==> config.mk <==
export PLATFORM = sky130hd
export DESIGN_NAME = datapath_src_mux_flat
export DESIGN_NICKNAME = d
export VERILOG_FILES = /design/src/rtl/datapath_src_mux_if.sv /design/src/rtl/datapath_src_mux.sv /design/src/flat_wrapper.sv
export SDC_FILE = /design/constraint.sdc
export NUM_CORES = 1
export LEC_CHECK = 0
export CAP_MARGIN = 20
export CELL_PAD_IN_SITES_DETAIL_PLACEMENT = 0
export CELL_PAD_IN_SITES_GLOBAL_PLACEMENT = 1
export CORE_UTILIZATION = 13
export CTS_BUF_LIST = sky130_fd_sc_hd__clkbuf_16
export DETAILED_ROUTE_END_ITERATION = 12
export GPL_ROUTABILITY_DRIVEN = 0
export PLACE_DENSITY = 0.9
export RECOVER_POWER = 100
export SLEW_MARGIN = 20
export SYNTH_ARGS = -nofsm -noshare
export SYNTH_HDL_FRONTEND = slang
export SYNTH_SLANG_ARGS = --single-unit
==> constraint.sdc <==
create_clock -name Clk -period 1.4 [get_ports Clk]
set_input_delay 0.14 -clock Clk [delete_from_list [all_inputs] [get_ports Clk]]
set_output_delay 0.14 -clock Clk [all_outputs]
set_load 0.03 [all_outputs]
==> src/rtl/datapath_src_mux_if.sv <==
// Operand/destination select bus between the controller, GRF, ALU and DM.
// The master drives the select codes and candidates; the slave returns the selected values.
interface datapath_src_mux_if #(
    parameter int DATA_W = 32,
    parameter int REG_AW = 5
);
    logic [REG_AW-1:0] A2;
    logic [REG_AW-1:0] A3;
    logic [1:0]        RegDst;
    logic [DATA_W-1:0] Rd2;
    logic [DATA_W-1:0] Ext;
    logic              ALUSrc;
    logic [DATA_W-1:0] C;
    logic [DATA_W-1:0] Dout;
    logic [DATA_W-1:0] PC;
    logic [1:0]        DataSrc;
    logic [REG_AW-1:0] RegDstOut;
    logic [DATA_W-1:0] ALUSrcOut;
    logic [DATA_W-1:0] DataSrcOut;
    logic              SelErr;

    modport master (
        output A2, A3, RegDst, Rd2, Ext, ALUSrc,
        output C, Dout, PC, DataSrc,
        input  RegDstOut, ALUSrcOut, DataSrcOut, SelErr
    );

    modport slave (
        input  A2, A3, RegDst, Rd2, Ext, ALUSrc,
        input  C, Dout, PC, DataSrc,
        output RegDstOut, ALUSrcOut, DataSrcOut, SelErr
    );
endinterface

==> src/rtl/datapath_src_mux.sv <==
// GRF write-address, ALU B and GRF write-data selection with a sticky illegal-select flag.
// Define SRC_MUX_OUTREG_EN to register the three mux outputs (1-cycle latency).
module datapath_src_mux #(
    parameter int DATA_W      = 32,
    parameter int REG_AW      = 5,
    parameter int LINK_REG    = 31,
    parameter int LINK_OFFSET = 4
) (
    input  logic                     Clk,
    input  logic                     Reset,
    datapath_src_mux_if.slave        bus
);
    logic [REG_AW-1:0] reg_dst_sel;
    logic [DATA_W-1:0] alu_src_sel;
    logic [DATA_W-1:0] data_src_sel;
    logic [DATA_W-1:0] link_addr;
    logic              sel_err;

    // Link address wraps modulo 2^DATA_W.
    assign link_addr = bus.PC + DATA_W'(LINK_OFFSET);

    // Select code 11 and unknown codes both map to zero.
    always_comb begin
        reg_dst_sel = '0;
        case (bus.RegDst)
            2'b00:   reg_dst_sel = bus.A2;
            2'b01:   reg_dst_sel = bus.A3;
            2'b10:   reg_dst_sel = REG_AW'(LINK_REG);
            default: reg_dst_sel = '0;
        endcase
    end

    // ALU operand B: register value or extended immediate.
    always_comb begin
        alu_src_sel = '0;
        case (bus.ALUSrc)
            1'b0:    alu_src_sel = bus.Rd2;
            1'b1:    alu_src_sel = bus.Ext;
            default: alu_src_sel = '0;
        endcase
    end

    // GRF write data: ALU result, load data or link address.
    always_comb begin
        data_src_sel = '0;
        case (bus.DataSrc)
            2'b00:   data_src_sel = bus.C;
            2'b01:   data_src_sel = bus.Dout;
            2'b10:   data_src_sel = link_addr;
            default: data_src_sel = '0;
        endcase
    end

    // Sticky error; reset wins over an illegal code on the same edge.
    always_ff @(posedge Clk) begin
        if (Reset) begin
            sel_err <= 1'b0;
        end else if (bus.RegDst == 2'b11 || bus.DataSrc == 2'b11) begin
            sel_err <= 1'b1;
        end
    end

    assign bus.SelErr = sel_err;

`ifdef SRC_MUX_OUTREG_EN
    logic [REG_AW-1:0] reg_dst_q;
    logic [DATA_W-1:0] alu_src_q;
    logic [DATA_W-1:0] data_src_q;

    // Output stage: one cycle of latency, cleared by reset.
    always_ff @(posedge Clk) begin
        if (Reset) begin
            reg_dst_q  <= '0;
            alu_src_q  <= '0;
            data_src_q <= '0;
        end else begin
            reg_dst_q  <= reg_dst_sel;
            alu_src_q  <= alu_src_sel;
            data_src_q <= data_src_sel;
        end
    end

    assign bus.RegDstOut  = reg_dst_q;
    assign bus.ALUSrcOut  = alu_src_q;
    assign bus.DataSrcOut = data_src_q;
`else
    assign bus.RegDstOut  = reg_dst_sel;
    assign bus.ALUSrcOut  = alu_src_sel;
    assign bus.DataSrcOut = data_src_sel;
`endif

endmodule

==> src/flat_wrapper.sv <==
// flat-port wrapper written by rule: the top's interface ports become plain ports
module datapath_src_mux_flat 
#(
    parameter int DATA_W      = 32,
    parameter int REG_AW      = 5,
    parameter int LINK_REG    = 31,
    parameter int LINK_OFFSET = 4
)
  (Clk, Reset, bus_A2, bus_A3, bus_RegDst, bus_Rd2, bus_Ext, bus_ALUSrc, bus_C, bus_Dout, bus_PC, bus_DataSrc, bus_RegDstOut, bus_ALUSrcOut, bus_DataSrcOut, bus_SelErr);
  datapath_src_mux_if #(.DATA_W(DATA_W), .REG_AW(REG_AW)) bus_i ();
  input  logic Clk;
  input  logic Reset;
  input wire logic [$bits(bus_i.A2)-1:0] bus_A2;
  input wire logic [$bits(bus_i.A3)-1:0] bus_A3;
  input wire logic [$bits(bus_i.RegDst)-1:0] bus_RegDst;
  input wire logic [$bits(bus_i.Rd2)-1:0] bus_Rd2;
  input wire logic [$bits(bus_i.Ext)-1:0] bus_Ext;
  input wire logic [$bits(bus_i.ALUSrc)-1:0] bus_ALUSrc;
  input wire logic [$bits(bus_i.C)-1:0] bus_C;
  input wire logic [$bits(bus_i.Dout)-1:0] bus_Dout;
  input wire logic [$bits(bus_i.PC)-1:0] bus_PC;
  input wire logic [$bits(bus_i.DataSrc)-1:0] bus_DataSrc;
  output wire logic [$bits(bus_i.RegDstOut)-1:0] bus_RegDstOut;
  output wire logic [$bits(bus_i.ALUSrcOut)-1:0] bus_ALUSrcOut;
  output wire logic [$bits(bus_i.DataSrcOut)-1:0] bus_DataSrcOut;
  output wire logic [$bits(bus_i.SelErr)-1:0] bus_SelErr;
  assign bus_i.A2 = bus_A2;
  assign bus_i.A3 = bus_A3;
  assign bus_i.RegDst = bus_RegDst;
  assign bus_i.Rd2 = bus_Rd2;
  assign bus_i.Ext = bus_Ext;
  assign bus_i.ALUSrc = bus_ALUSrc;
  assign bus_i.C = bus_C;
  assign bus_i.Dout = bus_Dout;
  assign bus_i.PC = bus_PC;
  assign bus_i.DataSrc = bus_DataSrc;
  assign bus_RegDstOut = bus_i.RegDstOut;
  assign bus_ALUSrcOut = bus_i.ALUSrcOut;
  assign bus_DataSrcOut = bus_i.DataSrcOut;
  assign bus_SelErr = bus_i.SelErr;
  datapath_src_mux #(.DATA_W(DATA_W), .REG_AW(REG_AW), .LINK_REG(LINK_REG), .LINK_OFFSET(LINK_OFFSET)) u_core (.Clk(Clk), .Reset(Reset), .bus(bus_i));
endmodule
==> flow_summary.yaml, run 1 <==
routing:
  wl_per_cell_um: 15.7
  first_pass_iters: 4
  wl_mm: 11.1
  ant_nets: 0
  drc: 0
  routed-via-count: 2980
  viasPerCell: 4.19
  first_iter_violations: 64
critical_path:
  path_max_fanout: 5
  cp_slowest_cell: "nor4_4"
  cp.required_ps: 1260
  crit_path_end_kind: "output pin"
  rrSetupSlack_ps: 710
  critPathKind: "in2out"
  critPathTopFamily: "buffers and inverters"
  worst-path-buf-inv: 4
  path_cells: "buf_8 > nand4_4 > nor4_4 > buf_6 > buf_6 > nand2_2 > xor2_1 > o22ai_2 > buf_6"
  slowest_delay_ps: 320
  worst_ep_arrival_time_ps: 1510
  cp-start-kind: "primary input"
  crit_top_cell: "buf_6"
sta:
  tns_ps: -3490
  grt_setup_unrepaired: "yes"
  clock_skew_ps: 0
  finalCriticalPeriod_ps: 1650
  setup_ws_ps: -252
  setup_violations: 26
  worstMarginPinSlew_ps: 424
  report.final.slew_viol_count: 0
  hold_viol_final: 0
  relSlewSlack_pct: 71.6
  fin_crit_sh_pct: 118
  fmax_mhz: 605
  holdWs_ps: 479
grt:
  overflow: 0
  track_usage_pct: 14.6
  grt_pass1_vias: 3003
  grt_pass1_wl_mm: 15.3
  grt_max_degree: 30
  antenna_found_initial: 0
placement:
  dp_hpwl_mm: 9.17
  dp_cells: 699
  port_buffers: 246
  pre_cts_ws_ps: -767
die:
  initial_utilization_pct: 13.3
  fp.dieW_um: 116
  die_y_um: 116
  io-pin-count: 247
  rows: 41
  core_area_mm2: 0.0126
  design.die.area_mm2: 0.0134
logic_synthesis:
  synth-seq-cells: 1
  synth_edf_count: 0
  syn_area_per_cell_um2: 7.16
  ys.flop_type: "dfxtp_1"
  synthArstFlopShare_pct: 0
  synth_cells: 235
  synth_area_mm2: 0.00168
  synthesis.nets: 413
  ys_types: 30
  synth_warnings: 0
  synth-seq-area-share_pct: 1.19
layout:
  drive_gt1_share_pct: 46.9
  stdcell_count: 712
  diodes: 0
  largest_register_ffs: 1
  fill_cells: 1270
  areaGrowthSynthToFinish_pct: 221
  nNetsFinal: 720
pwr:
  powerDensity_mw_per_mm2: 353
  peakVddDrop_v: 0.000206
  leakage_uw: 0.00230
  power_uw: 1910
clock_tree:
  path_clk_slew_ps: 0
  hold_buffers: 0
  insertion_delay_ps: 0
min_path:
  min_path_type: "reg2reg"
run_status:
  failed_checks: "negative setup slack"
  outcome: "finished with violations"
flow_run:
  max_cap_violations: 0
==> layout by cell type (no fill, tap or decap), types with 2 or more instances in the layout <==
cell / count
xor2_2: 4
nor2_1: 8
clkdlybuf4s50_1: 143
buf_6: 41
nand3_2: 3
nor3_4: 2
nand3_4: 6
o21ai_2: 4
nand2_4: 3
mux2_2: 32
clkdlybuf4s15_1: 3
xnor2_2: 5
dlygate4sd2_1: 21
o21ai_1: 11
xor2_1: 14
inv_1: 4
clkbuf_2: 10
nand2_1: 25
nand4_4: 3
clkbuf_1: 2
mux2i_1: 27
nand2_2: 5
a22oi_1: 2
nor2_4: 5
nor4_4: 6
o22ai_2: 19
xnor2_1: 3
buf_8: 8
buf_2: 13
nand4_1: 3
buf_4: 69
and3_1: 3
buf_12: 6
o21ai_0: 6
nand3_1: 5
==> worst register-to-register path, cell delays in order (launching register included) <==
cell and delay, ps:
dfxtp_1 290, a221oi_1 210, nor2_1 60
==> logic make-up (layout without fill, tap and decap cells) <==
group,after synthesis,after routing,synth area share (%)
compound gates,43,43,14.7
xor+xnor,28,28,14.6
fa+ha+maj,1,1,0.743
buf+inv,19,324,4.39
flops,1,1,1.19
mux,59,59,37.5
simple gates,84,84,26.9
==> power by group <==
| group | internal (uW) | switching [uW] | leakage [uW] |
|---|---|---|---|
| logic | 1010 | 867 | 0.00229 |
| clock network | 0 | 0 | 0 |
| registers | 31.5 | 1.16 | 0.00000837 |
| total | 1040 | 868 | 0.00230 |
==> per-layer routing <==
layer	vias up	track usage, %	part of all wire (%)
met5	-	0	0
met4	0	2.14	1.5
met3	14	0.523	2.6
met2	78	27.2	54
met1	1411	19.1	42
li1	1477	-	-
==> repair_timing <==
item / in CTS / in global routing
setup endpoints to repair: 63 / 32
endpoints found under the hold margin: 0 / 0
gates resized for setup: 217 / 84
pin swaps: 34 / 46
cloned: 1 / 0
setup buffers: 5 / 9
==> per-stage QoR <==
step	utilization (%)	area, um2
floorplan	-	1830
global placement	38.5	4860
detailed placement	38.5	4860
CTS	40.4	5090
global route	42.9	5410
finish	42.9	5410
==> cells in the mapped netlist (2+ instances only) <==
library cell | count | area share (%)
nor2_1 | 13 | 2.9
nand3_1 | 14 | 4.2
mux2_2 | 32 | 21
nor4_4 | 2 | 2.5
nor3_1 | 2 | 0.59
buf_1 | 3 | 0.67
clkbuf_1 | 10 | 2.2
nor2b_1 | 2 | 0.74
o21ai_0 | 20 | 5.9
a22oi_1 | 2 | 0.89
nor4_1 | 5 | 1.9
nand2_1 | 33 | 7.4
o22ai_1 | 19 | 7.1
inv_1 | 4 | 0.89
xor2_1 | 19 | 9.9
and3_1 | 3 | 1.1
buf_2 | 2 | 0.59
xnor2_1 | 9 | 4.7
mux2i_1 | 27 | 16
nand4_1 | 3 | 1.1
nand4_2 | 2 | 1.5
==> worst paths after layout <==
check / from / to / depth (start not counted)
worst max register to register: u_core.bus.SelErr / u_core.bus.SelErr / 2
worst min-delay path: u_core.bus.SelErr / u_core.bus.SelErr / 2
worst max-delay path: bus_PC[11] / bus_DataSrcOut[20] / 9
worst min register to register: u_core.bus.SelErr / u_core.bus.SelErr / 2
==> final cells by class <==
| cell class | instances | area [um2] | share of cell area (%) |
|---|---|---|---|
| Inverter | 4 | 15.0 | 0.278 |
| Multi-Input combinational cell | 215 | 2120 | 39.2 |
| Sequential cell | 1 | 20.0 | 0.370 |
| Tap cell | 172 | 215 | 3.98 |
| Timing Repair Buffer | 320 | 3040 | 56.2 |
Note: power is estimated with default switching activity, not from simulation.
==> run 2: changes to the inputs <==
--- a/config.mk
+++ b/config.mk
@@ -11,7 +11,6 @@
 export CORE_UTILIZATION = 13
 export CTS_BUF_LIST = sky130_fd_sc_hd__clkbuf_16
 export DETAILED_ROUTE_END_ITERATION = 12
-export GPL_ROUTABILITY_DRIVEN = 0
 export PLACE_DENSITY = 0.9
 export RECOVER_POWER = 100
 export SLEW_MARGIN = 20
==> results of run 2 <==
No change in the layout: final DEF, timing and power equal those of run 1.
